==> src/rtl/mem_port_arbiter.sv <==
// mem_port_arbiter: shares one memory port between fetch and load/store, DM-first with an IF starvation guard
module mem_port_arbiter #(
    parameter int ADDR_W       = 32,
    parameter int DATA_W       = 32,
    parameter int STARVE_LIMIT = 4
) (
    input  logic                clk,
    input  logic                rst_n,
    input  logic                if_req,
    input  logic [ADDR_W-1:0]   if_addr,
    output logic                if_ready,
    output logic                if_rvalid,
    output logic [DATA_W-1:0]   if_rdata,
    input  logic                dm_req,
    input  logic                dm_we,
    input  logic [ADDR_W-1:0]   dm_addr,
    input  logic [DATA_W-1:0]   dm_wdata,
    input  logic [DATA_W/8-1:0] dm_be,
    output logic                dm_ready,
    output logic                dm_rvalid,
    output logic [DATA_W-1:0]   dm_rdata,
    output logic                mem_req,
    output logic                mem_we,
    output logic [ADDR_W-1:0]   mem_addr,
    output logic [DATA_W-1:0]   mem_wdata,
    output logic [DATA_W/8-1:0] mem_be,
    input  logic                mem_gnt,
    input  logic                mem_rvalid,
    input  logic [DATA_W-1:0]   mem_rdata,
    output logic                busy,
    output logic                owner,
    output logic                proto_err
);
    localparam int SW = $clog2(STARVE_LIMIT + 1);
    typedef enum logic [1:0] {IDLE, ISSUE, WAIT} state_t;
    state_t              r_state, w_next;
    logic                r_owner, r_we, r_err;
    logic [ADDR_W-1:0]   r_addr;
    logic [DATA_W-1:0]   r_wdata;
    logic [DATA_W/8-1:0] r_be;
    logic [SW-1:0]       r_streak;
    logic                w_idle, w_accept, w_dm_win, w_resp, w_stray;
    assign w_idle   = r_state == IDLE;
    assign w_accept = w_idle && (if_req || dm_req);
    assign w_dm_win = dm_req && (!if_req || r_streak < SW'(STARVE_LIMIT));
    assign w_resp   = r_state == WAIT && mem_rvalid;
    assign w_stray  = (mem_rvalid && r_state != WAIT) || (mem_gnt && r_state != ISSUE);
    always_ff @(posedge clk or negedge rst_n) begin
        if (!rst_n) r_state <= IDLE;
        else        r_state <= w_next;
    end
    always_comb begin
        w_next = r_state;
        case (r_state)
            IDLE:    if (if_req || dm_req) w_next = ISSUE;
            ISSUE:   if (mem_gnt) w_next = WAIT;
            WAIT:    if (mem_rvalid) w_next = IDLE;
            default: w_next = IDLE;
        endcase
    end
    always_ff @(posedge clk or negedge rst_n) begin
        if (!rst_n) begin
            r_owner  <= 1'b0;
            r_we     <= 1'b0;
            r_addr   <= '0;
            r_wdata  <= '0;
            r_be     <= '0;
            r_streak <= '0;
            r_err    <= 1'b0;
        end else begin
            if (w_accept) begin
                r_owner  <= w_dm_win;
                r_we     <= w_dm_win && dm_we;
                r_addr   <= w_dm_win ? dm_addr : if_addr;
                r_wdata  <= w_dm_win ? dm_wdata : '0;
                r_be     <= w_dm_win ? dm_be : '1;
                r_streak <= !(w_dm_win && if_req) ? '0 :
                            r_streak == SW'(STARVE_LIMIT) ? r_streak : r_streak + 1'b1;
            end
            if (w_stray) r_err <= 1'b1;
        end
    end
    assign if_ready  = w_idle && if_req && !w_dm_win;
    assign dm_ready  = w_idle && w_dm_win;
    assign if_rvalid = w_resp && !r_owner;
    assign dm_rvalid = w_resp && r_owner;
    assign if_rdata  = if_rvalid ? mem_rdata : '0;
    assign dm_rdata  = (dm_rvalid && !r_we) ? mem_rdata : '0;
    assign mem_req   = r_state == ISSUE;
    assign mem_we    = r_we;
    assign mem_addr  = r_addr;
    assign mem_wdata = r_wdata;
    assign mem_be    = r_be;
    assign busy      = !w_idle;
    assign owner     = r_owner;
    assign proto_err = r_err;
endmodule

==> config.mk <==
export PLATFORM = sky130hd
export DESIGN_NAME = mem_port_arbiter
export DESIGN_NICKNAME = d
export VERILOG_FILES = /design/src/rtl/mem_port_arbiter.sv
export SDC_FILE = /design/constraint.sdc
export NUM_CORES = 1
export LEC_CHECK = 0
export BUFFER_PORTS_ARGS = -buffer_cell sky130_fd_sc_hd__buf_2
export CAP_MARGIN = 20
export CORE_MARGIN = 5
export CORE_UTILIZATION = 35
export CTS_BUF_LIST = sky130_fd_sc_hd__clkbuf_8
export CTS_CLUSTER_SIZE = 28
export DETAILED_ROUTE_END_ITERATION = 10
export PLACE_DENSITY = 0.7
export SETUP_SLACK_MARGIN = 0.05
export SLEW_MARGIN = 20
export SYNTH_ARGS = -nofsm -noshare
export SYNTH_HDL_FRONTEND = slang
export SYNTH_SLANG_ARGS = --single-unit
export TNS_END_PERCENT = 30
==> constraint.sdc <==
create_clock -name clk -period 2.5 [get_ports clk]
set_clock_uncertainty 0.05 [all_clocks]
set_input_delay 0.5 -clock clk [delete_from_list [all_inputs] [get_ports clk]]
set_output_delay 0.5 -clock clk [all_outputs]
set_load 0.01 [all_outputs]
# Word level (Yosys, flattened, before mapping)
# Cells that the tools add are included.
# W data, S select, Z words.
# word_totals
register_bits,76
output_inout_bits,141
word_cells,54
# op_classes
addsub,1
n_lt_le_gt_ge,1
eq_ne,9
muxes,11
reduce_logical,24
# op_table
op,n
$mux W32,4
$logic_and A1 B1 Y1,13
$mux W2,3
$mux W3,2
$ne A2 B1 Y1 const B,3
$ne A2 B2 Y1 const B,3
$pmux W2 S3,1
$logic_not A1 Y1,5
$mux W4,1
$add A3 B1 Y3 const B,1
$eq A3 B3 Y1 const B,1
$logic_or A1 B1 Y1,3
$lt A3 B3 Y1 const B,1
$reduce_and A3 Y1,1
$eq A2 B1 Y1 const B,1
$eq A2 B2 Y1 const B,1
$logic_not A2 Y1,1
$reduce_and A2 Y1,1

# Longest topological paths before layout
# logic_depth
word_depth,6
mapped_depth,6
ltp_nobuf,4

# Least setup slack after synthesis
# OpenSTA, ideal clock, no wires.
# synth_timing
kind,input -> output
startpoint,in mem_rvalid
endpoint,out dm_rdata[0]
t_arrival_ns,1.324
setup_slack_ns,0.626
cell_stages,4
path_buffers,1
path_cell_list,and4b_1 -> and2b_1 -> clkbuf_1 -> and2_1
# synth_via
elab_chain_len,4
# synth_rtl
element,line_no,rtl
from (decl),28,"input logic mem_rvalid,"
$logic_and A1 B1 Y1,46,assign w_resp = r_state == WAIT && mem_rvalid;
$logic_and A1 B1 Y1,86,assign dm_rvalid = w_resp && r_owner;
$logic_and A1 B1 Y1,88,assign dm_rdata = (dm_rvalid && !r_we) ? mem_rdata : '0;
$mux W32,88,
to (decl),21,"output logic [DATA_W-1:0] dm_rdata,"
# No other way between the ends.

# Worst setup path after layout
# layout_timing
startpoint,reg r_state[0]
endpoint,out if_rdata[17]
# layout_via
elab_chain_len,4
# layout_rtl
element,line_no,rtl
from (decl),36,"state_t r_state, w_next;"
from (signal assigned),50,else r_state <= w_next;
$eq A2 B2 Y1,46,
$logic_and A1 B1 Y1,46,
$logic_and A1 B1 Y1,85,assign if_rvalid = w_resp && !r_owner;
$mux W32,87,assign if_rdata = if_rvalid ? mem_rdata : '0;
to (decl),13,"output logic [DATA_W-1:0] if_rdata,"
# No other way between the ends.

==> results_dict.tcl <==
set metrics [dict create \
    yosysUniqueCellTypes 33 \
    synth-simple-area-share_pct 20.5 \
    worstPathRequired_ns 1.95 \
    initial_core_util_pct 35.5 \
    synthToLayoutAreaGrowth_pct 47.1 \
    r2r_slack_ns 0.59 \
    synth-compound-area-share_pct 20.9 \
    placed_cells 764 \
    finalMaxSlewViolations 0 \
    htree_levels 3 \
    fin_crit_sh_pct 89.9 \
    ys_ff_latch 76 \
    drtIter0Drc 177 \
    post-dp-hpwl_mm 10.0 \
    tightest_slew_ns 0.632 \
    grt_pass1_wl_mm 20.3 \
    setup_violations 0 \
    synthesis.nets 512 \
    row_count 37 \
    cp_cell_sequence "nand2b_1, nor3b_2, buf_4, and2_1, buf_2" \
    p_per_area_mw_per_mm2 1040 \
    r2r_start "r_state[0]$_DFFE_PN0P_" \
    synth_ff_type "dfrtp_1" \
    clk_pin_slew_worst_paths_ns 0.08 \
    mostFrequentLayoutCell "buf_2" \
    clock.fmax_mhz 445 \
    fin_crit_ns 2.25 \
    worstSetupStartpointType "register" \
    drc_errors 0 \
    cts_tree "built" \
    hold_class "in -> async" \
    drtPass1Iterations 6 \
    synth_top_family_by_area "compound AO/OA/AOI/OAI gates" \
    multi_input_area_mm2 0.00155 \
    synthCells 371 \
    wl_met2_mm 6.56 \
    rsz0062_at_grt "false" \
    vias_per_cell 4.96 \
    grt_max_degree 41 \
    final_hold_viol_count 0 \
    num_vias 3876 \
    leakage_uw 0.00297 \
    fillerInstances 965 \
    yosys_warnings 0 \
    route.met3.wl_mm 1.21 \
    cts_buffers 9 \
    synthXorXnorAreaFrac_pct 0 \
    clk_latency_ns 0.34 \
    core_mm2 0.0102 \
    drt.antenna.violating_nets 0 \
    grt_overflow 0 \
    seqCellArea_mm2 0.00190 \
    muxShareOfSynthArea_pct 0.310 \
    top_layer "met4" \
    globalplace.congestion 0.924 \
    yosys.area_share.adder_pct 0.689 \
    dieHeight_um 112 \
    async_flop_share_pct 100 \
    cp_slowest_stage_delay_ns 0.41 \
    grt_pass1_vias 3982 \
    layout.cells.non_filler 781 \
    wl_per_cell_um 16.5 \
    max_cap_viol_count 0 \
    ios 280 \
    synth_edf_count 0 \
    r2r_cells 4 \
    worstSetupPathType "reg -> out" \
    cp-end-kind "output pin" \
    ir_drop_mv 0.636 \
    final_cell_mix "buf_2, dfrtp_1, nand2_1, and2_1, a22o_1" \
    dieArea_mm2 0.0125 \
    grt_usage_pct 20.0 \
    drt_wl_total_mm 12.9 \
    numPortBuffers 279 \
    layout-drive-gt1-share_pct 48.6 \
    ys_seq_area_share_pct 52.4 \
    nets 780 \
    slowest_stage "dfrtp_1" \
    wirelength_met1_mm 4.73 \
    finalSetupTns_ns 0 \
    syn_avg_cell_area_um2 9.79 \
    crit_path_max_fanout 33 \
    cts.sinks 76 \
    crit_arrival_ns 1.70 \
    outcome "finished, final reports clean" \
    die_w_um 112 \
    antenna_found_initial 2 \
    r2r-end "mem_addr[22]$_DFFE_PN0P_" \
    clk_path_buf_depth 2 \
    root_buffer "clkbuf_8" \
    syn_area_mm2 0.00363 \
    slew_headroom_pct 57.9 \
]
[synth_stat cells, types with 2 or more instances]
cell | count | area, um^2
and2_1 | 64 | 400
a22o_1 | 34 | 298
dfrtp_1 | 76 | 1900
nand2_1 | 66 | 248
nor2_1 | 2 | 7.51
a31oi_1 | 31 | 194
inv_1 | 6 | 22.5
o22a_1 | 4 | 35.0
nand2b_1 | 2 | 12.5
a21oi_1 | 33 | 165
buf_6 | 5 | 56.3
ha_1 | 2 | 25.0
buf_2 | 11 | 55.1
o21ai_0 | 3 | 15.0
clkbuf_1 | 14 | 52.6
[stage by stage]
step                      setup WS, ns  cell area [um^2]  util [%]  power, uW  hold WS, ns
after detailed placement         0.197              5110      50.0       4590        0.425
after global routing            0.0758              5340      52.2       5990       0.0695
final                            0.253              5340      52.2       5580       0.0567
after CTS                        0.179              5340      52.2       5650       0.0442
after global placement           0.303              5110      50.0       4510        0.411
after floorplan                  0.626              3630         -       3540        0.154
[area by class of cell]
class	instances	area share [%]
well taps	136	3.19
repair buffers	287	27.5
inverters	7	0.492
clock inverters	7	1.85
flip-flops and latches	76	35.6
diodes	1	0.0468
multi-input cells	258	29.0
clock buffers	9	2.32
[power by group]
| part | switching [uW] | leakage, uW | internal, uW | total, uW |
|---|---|---|---|---|
| Combinational | 1380 | 0.00195 | 1050 | 2430 |
| Sequential | 329 | 0.000908 | 1780 | 2110 |
| Clock | 468 | 0.000110 | 569 | 1040 |
| Total | 2180 | 0.00297 | 3400 | 5580 |
[what timing repair did]
action,in CTS,in global routing
setup endpoints to repair,32,1
gates resized for setup,1,1
buffers inserted,0,0
hold buffers,0,0
[state kept, by name, indices dropped and copies added (netlist names)]
register   count
mem_addr      32
mem_wdata     32
mem_be         4
r_streak       3
r_state        2
mem_we         1
owner          1
proto_err      1
[logic make-up (layout without fill, tap and decap cells)]
logic type / count (synthesis) / in the layout
AND/OR/NAND/NOR: 144 / 144
AO/OA/AOI/OAI: 111 / 111
flip-flops: 76 / 76
buffers and inverters: 37 / 310
adder cells (fa/ha/maj): 2 / 2
multiplexers: 1 / 1
other: 0 / 1
[critical path, delay by kind of cell, from the launching register on]
kind,cells,cell delay (ns)
and+or+nand+nor,3,0.54
DFF,1,0.41
buffers and inverters,2,0.38
[routing by layer]
| layer | track usage, % | up-vias |
|---|---|---|
| met2 | 35.9 | 207 |
| li1 | - | 1813 |
| met4 | 9.08 | 0 |
| met5 | 0 | - |
| met1 | 21.9 | 1830 |
| met3 | 5.38 | 26 |
[how the worst max path moves through the flow]
stage                                 from           end  cells past startpoint
floorplan                       mem_rvalid   dm_rdata[0]                      4
CTS                 r_state[0]$_DFFE_PN0P_   dm_rdata[5]                      4
global route        r_state[0]$_DFFE_PN0P_  if_rdata[23]                      5
finish              r_state[0]$_DFFE_PN0P_  if_rdata[17]                      5
detailed placement              mem_rvalid   dm_rdata[5]                      5
global placement                mem_rvalid  dm_rdata[25]                      5
Note: power is estimated with default switching activity, not from simulation.
